File: src/rtl/quote_egress.sv
// Per-stock single-slot quote coalescer feeding a round-robin egress engine that
// streams each granted quote as buy and/or sell word packets over valid/ready.
module quote_egress #(
    parameter int NUM_STOCKS      = 4,
    parameter int REG_WIDTH       = 32,
    parameter int WORDS_PER_ORDER = 9,
    parameter int SIDE_MODE       = 0,
    localparam int SIDW = (NUM_STOCKS > 1) ? $clog2(NUM_STOCKS) : 1
) (
    input  logic                                 i_clk,
    input  logic                                 i_reset,
    input  logic                                 i_quote_valid,
    input  logic [SIDW-1:0]                      i_stock_id,
    input  logic [WORDS_PER_ORDER*REG_WIDTH-1:0] i_buy_words,
    input  logic [WORDS_PER_ORDER*REG_WIDTH-1:0] i_sell_words,
    input  logic [NUM_STOCKS-1:0]                i_stock_enable,
    output logic [REG_WIDTH-1:0]                 o_word,
    output logic                                 o_word_valid,
    input  logic                                 i_word_ready,
    output logic                                 o_side,
    output logic [SIDW-1:0]                      o_stock_id,
    output logic                                 o_last,
    output logic [NUM_STOCKS-1:0]                o_pending,
    output logic [15:0]                          o_overwrite_count,
    output logic                                 o_busy
);
    localparam int CW = (WORDS_PER_ORDER > 1) ? $clog2(WORDS_PER_ORDER) : 1;
    localparam logic [CW-1:0] LAST_IDX = CW'(WORDS_PER_ORDER - 1);

    typedef logic [WORDS_PER_ORDER-1:0][REG_WIDTH-1:0] packet_t;
    typedef enum logic [1:0] {IDLE, SEND_A, SEND_B} state_t;

    state_t                state, state_next;
    packet_t               buy_slot  [NUM_STOCKS];
    packet_t               sell_slot [NUM_STOCKS];
    packet_t               frame_buy, frame_sell;
    logic [NUM_STOCKS-1:0] pending, wr, gmask;
    logic [SIDW-1:0]       last_grant, grant_id, frame_id, cand;
    logic                  grant, accept, side_end;
    logic [CW-1:0]         cnt;
    logic [15:0]           overwrite_count;

    // A quote only lands when its channel exists and is enabled; anything else is dropped.
    always_comb begin
        wr = '0;
        for (int i = 0; i < NUM_STOCKS; i++)
            wr[i] = i_quote_valid && i_stock_enable[i] && (i_stock_id == SIDW'(i));
    end

    // Round-robin search starting just after the channel granted last.
    always_comb begin
        grant    = 1'b0;
        grant_id = '0;
        cand     = '0;
        if (state == IDLE) begin
            for (int k = 1; k <= NUM_STOCKS; k++) begin
                cand = SIDW'((int'(last_grant) + k) % NUM_STOCKS);
                if (!grant && pending[cand]) begin
                    grant    = 1'b1;
                    grant_id = cand;
                end
            end
        end
    end

    always_comb begin
        gmask = '0;
        for (int i = 0; i < NUM_STOCKS; i++)
            gmask[i] = grant && (grant_id == SIDW'(i));
    end

    assign accept   = o_word_valid && i_word_ready;
    assign side_end = accept && (cnt == LAST_IDX);

    always_ff @(posedge i_clk or posedge i_reset) begin
        if (i_reset)
            state <= IDLE;
        else
            state <= state_next;
    end

    always_comb begin
        state_next = state;
        case (state)
            IDLE:    if (grant) state_next = SEND_A;
            SEND_A:  if (side_end) state_next = (SIDE_MODE == 0) ? SEND_B : IDLE;
            SEND_B:  if (side_end) state_next = IDLE;
            default: state_next = IDLE;
        endcase
    end

    assign o_busy            = (state != IDLE);
    assign o_word_valid      = o_busy;
    assign o_side            = (state == SEND_B) || ((state == SEND_A) && (SIDE_MODE == 2));
    assign o_last            = o_busy && (cnt == LAST_IDX);
    assign o_word            = !o_busy ? '0 : (o_side ? frame_sell[cnt] : frame_buy[cnt]);
    assign o_stock_id        = frame_id;
    assign o_pending         = pending;
    assign o_overwrite_count = overwrite_count;

    // Control state: a new write to the slot being granted wins over the grant's clear.
    always_ff @(posedge i_clk or posedge i_reset) begin
        if (i_reset) begin
            pending         <= '0;
            overwrite_count <= '0;
            last_grant      <= SIDW'(NUM_STOCKS - 1);
            frame_id        <= '0;
            cnt             <= '0;
        end else begin
            for (int i = 0; i < NUM_STOCKS; i++) begin
                if (!i_stock_enable[i])
                    pending[i] <= 1'b0;
                else if (wr[i])
                    pending[i] <= 1'b1;
                else if (gmask[i])
                    pending[i] <= 1'b0;
            end
            if (|(wr & pending & ~gmask) && (overwrite_count != 16'hFFFF))
                overwrite_count <= overwrite_count + 16'd1;
            if (grant) begin
                last_grant <= grant_id;
                frame_id   <= grant_id;
                cnt        <= '0;
            end else if (accept) begin
                cnt <= (cnt == LAST_IDX) ? '0 : cnt + 1'b1;
            end
        end
    end

    // Slot and frame payloads carry no reset; o_word is gated to zero outside a packet.
    always_ff @(posedge i_clk) begin
        for (int i = 0; i < NUM_STOCKS; i++) begin
            if (wr[i]) begin
                buy_slot[i]  <= i_buy_words;
                sell_slot[i] <= i_sell_words;
            end
        end
        if (grant) begin
            frame_buy  <= buy_slot[grant_id];
            frame_sell <= sell_slot[grant_id];
        end
    end

endmodule

File: config.mk
export PLATFORM = sky130hd
export DESIGN_NAME = quote_egress
export DESIGN_NICKNAME = d
export VERILOG_FILES = /design/src/rtl/quote_egress.sv
export SDC_FILE = /design/constraint.sdc
export NUM_CORES = 2
export LEC_CHECK = 0
export BUFFER_PORTS_ARGS = -buffer_cell sky130_fd_sc_hd__buf_2
export CORE_ASPECT_RATIO = 0.7
export CORE_MARGIN = 2
export CORE_UTILIZATION = 55
export DETAILED_ROUTE_END_ITERATION = 8
export MAX_ROUTING_LAYER = met4
export PLACE_DENSITY = 0.73
export SYNTH_ARGS = -nofsm -noshare
export SYNTH_HDL_FRONTEND = slang
export SYNTH_SLANG_ARGS = --single-unit
File: constraint.sdc
create_clock -name i_clk -period 11.54 [get_ports i_clk]
set_input_delay 1.154 -clock i_clk [delete_from_list [all_inputs] [get_ports i_clk]]
set_output_delay 1.154 -clock i_clk [all_outputs]
set_load 0.005 [all_outputs]
# Word-level counts from Yosys, hierarchy flattened
# Memories as Yosys holds them, arrays and structs flattened. A register that Yosys moved wholly into a read port is not among the register bits.
# Index checks and enable logic that the tools add are counted.
[totals]
register_bits = 30
ramBits = 2304
inputBits = 586
out_inout_bits = 58
wordCells = 149
n_memories = 2
[memory_table]
columns = ["name", "words", "width", "read_ports", "rd_ports_with_merged_regs", "wr", "line", "rtl"]
rows = [
  ["buy_slot", 4, 288, 1, 1, 1, "34", "packet_t buy_slot [NUM_STOCKS];"],
  ["sell_slot", 4, 288, 1, 1, 1, "35", "packet_t sell_slot [NUM_STOCKS];"],
]
[classes]
n_addsub = 6
n_lt_le_gt_ge = 5
n_eq_ne = 17
mux = 72
n_bitwise = 3
n_reduce_logical = 35
[op_table]
columns = ["operator", "count"]
rows = [
  ["288-bit two-way mux", 6],
  ["288-bit OR reduction", 6],
  ["32-bit binary-select mux with 4-bit select", 2],
  ["32-bit two-way mux", 4],
  ["1-bit two-way mux", 38],
  ["2-bit two-way mux", 14],
  ["1-bit logical AND", 19],
  ["16-bit by 1-bit adder with 16-bit output (second input constant)", 1],
  ["16-bit inequality test (second input constant)", 1],
  ["2-bit by 3-bit < comparator with 1-bit output (second input constant)", 4],
  ["4-bit two-way mux", 3],
  ["3-bit by 1-bit inequality test with 1-bit output (second input constant)", 4],
  ["2-bit == test (second input constant)", 5],
  ["4-bit AND", 2],
  ["1-bit binary-select mux with 2-bit select", 4],
  ["2-bit by 1-bit == test with 1-bit output (second input constant)", 3],
  ["2-bit logical NOT", 3],
  ["2-bit case mux with 3 select lines", 1],
  ["4-bit by 5-bit < comparator with 1-bit output (second input constant)", 1],
  ["2-bit by 1-bit adder with 2-bit output (second input constant)", 2],
  ["2-bit adder (second input constant)", 2],
  ["4-bit by 1-bit adder with 4-bit output (second input constant)", 1],
  ["4-bit == test (second input constant)", 1],
  ["2-bit inequality test (second input constant)", 2],
  ["other kinds (6)", 9],
]

# Logic depth before layout (Yosys ltp)
[logic_depth]
word_depth = 23
mapped_depth = 10
depth_no_buf = 8

# Worst setup path after synthesis
# No wires, ideal clock.
[synth_path]
kind = "input-to-reg"
start = "in i_stock_id[0]"
end = "reg overwrite_count[1], in the netlist o_overwrite_count[1]"
setup_time_ns = 0.127
arrival_ns = 17.006
required_ns = 11.413
path_slack_ns = -5.593
stages = 5
path_buffers = 0
path_cell_list = "and4b_1 > o211a_1 > a221oi_4 > a21oi_1 > mux2_1"
[synth_between]
elab_chain_len = 6
elab_cells_between_ends = 12
classes_between = "eq/ne: 3; bitwise: 2; reduce/logical: 7"
[synth_lines]
columns = ["item", "line", "rtl"]
rows = [
  ["start: declaration", "13", "input logic [SIDW-1:0] i_stock_id,"],
  ["2-bit by 1-bit == test with 1-bit output (tied with other cells)", "47", "wr[i] = i_quote_valid && i_stock_enable[i] && (i_stock_id == SIDW'(i));"],
  ["1-bit logical AND", "47", ""],
  ["4-bit AND * (2 in a row)", "118", "if (|(wr & pending & ~gmask) && (overwrite_count != 16'hFFFF))"],
  ["4-bit OR reduction *", "118", ""],
  ["1-bit logical AND *", "118", ""],
  ["end signal: assignment", "119", "overwrite_count <= overwrite_count + 16'd1;"],
  ["end: declaration", "41", "logic [15:0] overwrite_count;"],
]
# Mark *: on every way between the ends. The rest lies on a longest branch, timed or not.
# A chain may end at the register's enable or synchronous reset.

# Final worst setup path
[layout_path]
start = "reg cnt[0]"
end = "out o_word[25]"
[layout_between]
elab_chain_len = 4
elab_cells_between_ends = 6
classes_between = "mux: 6"
[layout_lines]
columns = ["item", "line", "rtl"]
rows = [
  ["start: declaration", "40", "logic [CW-1:0] cnt;"],
  ["start signal: assignment", "125", "cnt <= (cnt == LAST_IDX) ? '0 : cnt + 1'b1;"],
  ["32-bit binary-select mux with 4-bit select", "96", "assign o_word = !o_busy ? '0 : (o_side ? frame_sell[cnt] : frame_buy[cnt]);"],
  ["32-bit two-way mux (not written as such)", "96", ""],
  ["32-bit two-way mux * (2 in a row)", "96", ""],
  ["end: declaration", "17", "output logic [REG_WIDTH-1:0] o_word,"],
]
# Mark *: on every way between the ends. The rest lies on a longest branch, timed or not. The select of a mux whose other input is x is not followed.

==> key figures <==
Route
  • Avg WL per Cell: 28.3 um
  • Iter 0 DRT Violations: 10600
  • Pre-antenna DRT Iters: 6
  • Drc violations: 0
  • WL final: 307000 um
  • Via count: 66200
  • Vias per inst: 6.10
  • DRT antenna net count: 0

Pwr
  • Overall power: 25.1 mW
  • Pleak: 45.0 nW
  • Clock Power Share: 35.4%
  • Pwr per Cell Area: 201 nW/um2
  • P_int: 18.6 mW
  • Peak supply drop: 0.148 mV
  • Seq pwr share: 50.1%
  • Switching part of the total power: 26.2%
  • Combinational Power Share: 14.6%
  • Switching power: 6.57 mW

Worst setup path
  • Startpoint types: flop
  • R2R Path End: frame_sell[141]$_DFFE_PN_
  • Cell Chain, Critical Path: buf_4 > buf_4 > mux4_2 > mux2i_1 > o21ai_0 > a22o_1 > buf_2
  • Crit path DAT: 5.18 ns
  • Crit path kind: flop to output port
  • R2R setup slack: 6.59 ns
  • R2R depth: 9
  • CP peak stage delay: 0.96 ns
  • Crit-path most repeated cell: buf_4
  • CP Data Required Time: 10.39 ns
  • Max FO, Critical Path: 50
  • Worst Setup SP: cnt[0]$_DFFE_PP0P_
  • CP Capture Type: output port
  • R2r startpoint: o_pending[3]$_DFFE_PP0P_
  • Slowest CP cell: buf_4

Timing
  • Period utilization: 54.9%
  • Period minus WS final: 6.33 ns
  • Worst-margin pin slew: 1.36 ns
  • RSZ-0062 raised after global routing: false
  • Worst slew margin: 9.59%
  • Max Clock Freq: 0.158 GHz
  • Clock Skew: 0.0553 ns
  • Final hold viol count: 0
  • Final setup violation count: 0
  • TNS Setup: 0 ns
  • Final Slew Violations: 0
  • Worst Setup Slack, final: 5.21 ns

Finish
  • Multi-input gate area: 21200 um2
  • Nets: 8465
  • Register area: 87200 um2
  • Layout Cells excl Fill: 10900
  • Final core occ: 62.7%
  • FILL cells: 14000
  • Ratio of cells with drive above 1 in the final layout: 15.5%
  • Synth-to-layout area growth: 13.4%

Placement
  • Port Buf Inserts: 643
  • Placed Cells: 10200
  • Final GP Congestion: 0.870
  • HPWL after DPL: 188000 um
  • DP Worst Slack: 6.02 ns

Run
  • Maxcap violations: 0

Floorplanning
  • Core ar.: 199000 um2
  • Die area: 204000 um2
  • Initial core utilization: 55.3%
  • Die Span Y: 378 um
  • Die X: 539 um
  • I/O pins: 644
  • Row count: 137

Yosys
  • Top cell type's share of synthesized area: 78.5%
  • Gate Count Post-Synth: 7310
  • Register bit total from synthesis: 2910
  • Post-synth EDFFs: 2880
  • Async set-reset flop share out of synthesis: 1.03%
  • Syn_nets: 7899
  • Register area share after synthesis: 79.2%
  • Top_reg_cell synth: edfxtp_1
  • Most area-consuming cells after synthesis: edfxtp_1 (79%), nand2_1 (8.2%), a31oi_1 (3.3%)
  • Syn_area_per_cell: 15.1 um2
  • Yosys top cell by area: edfxtp_1
  • Synth Area in Compound Gates: 3.99%
  • Mux contribution to synthesized area: 3.22%
  • Netlist cell types: 52
  • XOR/XNOR share of the synthesized area: 0.111%
  • Simple-gate share of the synthesized area: 11.8%
  • Synth Area in Adders: 0.0341%
  • Number of synthesis warnings: 0
  • Largest family of logic cells by synthesized area: simple AND/OR/NAND/NOR gates
  • Synthesized area: 110000 um2

Global route
  • Grt ovf: 0
  • Vias in the first global route: 60900
  • Total GRT Usage: 30.5%
  • Largest net degree at the start of global routing: 213
  • First-pass GRT wire length: 432000 um
  • Initial antenna violation count: 244

Clock network
  • CTS tree: built
  • Resized cells post-CTS: 0
  • CTS clk-pin slew, worst paths: 0.06 ns
  • CTS buffer count: 285
  • Setup Fix Bufs, Post-CTS: 0
  • # H-tree levels: 5
  • Max Buffers Root-to-Sink: 4
  • Hold_buf cts: 0
  • Clock sinks: 2910
  • Clock latency on the worst-skew pair: 0.92 ns
  • Clock Tree Root: clkbuf_16

Worst hold path
  • HP Class: input pin to asynchronous set/reset pin

Status
  • Status: completed
==> power groups by stage <==
| stage | logic, mW | registers (mW) | clock network [mW] |
|---|---|---|---|
| 3_5_place_dp | 3.59 | 12.8 | 0 |
| 5_1_grt | 3.85 | 12.6 | 9.36 |
| 4_1_cts | 3.62 | 12.6 | 8.96 |
| 6_report | 3.66 | 12.6 | 8.89 |
| 3_3_place_gp | 3.53 | 12.8 | 0 |
| 2_1_floorplan | 2.06 | 12.7 | 0 |
==> cell usage in the layout (no fill, tap or decap), types with 3 or more instances in the layout <==
master      count
a21oi_1         7
a22o_1         32
a31oi_1       578
and3_1        579
buf_12         20
buf_2         643
buf_4          63
bufinv_16      21
clkbuf_1       48
clkbuf_16     289
clkinv_1       58
clkinv_2       30
clkinv_4        7
clkinv_8        4
clkinvlp_4     11
dfrtp_1        23
dfrtp_4         3
diode_2       158
edfxtp_1     2880
ha_1            3
inv_1           3
inv_6           4
mux2i_1        68
mux4_2        126
nand2_1      2393
nand2b_1        5
nand3_1         9
nor2_1         15
nor3_1          8
o211ai_1        3
o21ai_0        64
xor2_1         14
==> worst max path at each step <==
stage	to	slack, ns	depth (start not counted)
final	o_word[25]	5.21	7
after global routing	o_word[2]	4.94	7
after CTS	o_word[23]	5.05	7
after detailed placement	o_word[23]	6.02	7
after global placement	o_word[23]	6.06	7
after floorplan	o_overwrite_count[1]$_DFFE_PP0P_	1.42	5
==> routing by layer <==
metal / up-vias / global-route usage (%) / routed length [um]
met4: 0 / 11.0 / 10500
met3: 591 / 10.0 / 41900
met5: - / - / 0
met2: 4189 / 41.0 / 133000
met1: 33000 / 43.4 / 122000
li1: 28500 / - / -
==> logic make-up after synthesis <==
kind of cell | Yosys count
AND/OR/NAND/NOR | 3038
multiplexers | 197
buffers and inverters | 452
adder cells (fa/ha/maj) | 3
XOR/XNOR | 14
flip-flops | 2910
AO/OA/AOI/OAI | 696
==> cells in the mapped netlist, types with 3 or more instances <==
library cell     n
edfxtp_1      2880
nand2_1       2393
a31oi_1        579
and3_1         579
clkbuf_1       335
mux4_2         126
buf_2           80
mux2i_1         68
o21ai_0         64
a22o_1          32
buf_1           30
dfrtp_1         28
nor2_1          15
xor2_1          14
nand3_1          9
nor3_1           8
a21oi_1          7
nand2b_1         5
and2_1           3
and4_1           3
ha_1             3
inv_1            3
nor2b_1          3
o211ai_1         3
or4_1            3
==> sequential cells by signal, indices dropped and copies added, names as in the netlist <==
name / count
buy_slot: 1152
sell_slot: 1152
last_grant: 2
o_pending: 4
frame_sell: 288
cnt: 4
frame_buy: 288
o_stock_id: 2
state: 2
o_overwrite_count: 16
==> through the flow <==
step           cell area (um2)  hold WS [ns]
3_5_place_dp            116000         0.480
2_1_floorplan           110000         0.471
6_report                125000         0.383
4_1_cts                 125000         0.348
3_3_place_gp            116000         0.474
5_1_grt                 125000         0.385
==> area by class of cell <==
type / count / area share, %
clock inverter: 136 / 1.00
timing repair buffer: 726 / 3.27
tap: 2641 / 2.64
multi-input combinational: 3948 / 17.0
sequential: 2910 / 69.8
clock buffer: 339 / 5.95
inverter: 5 / 0.0210
antenna: 158 / 0.316
==> critical path, delay by kind of cell, from the launching register on <==
family	cells	cell delay, ns
buffers and inverters	3	1.87
multiplexers	2	0.46
AO/OA/AOI/OAI	2	1.19
flip-flops	1	0.63
Note: power is estimated with default switching activity, not from simulation.
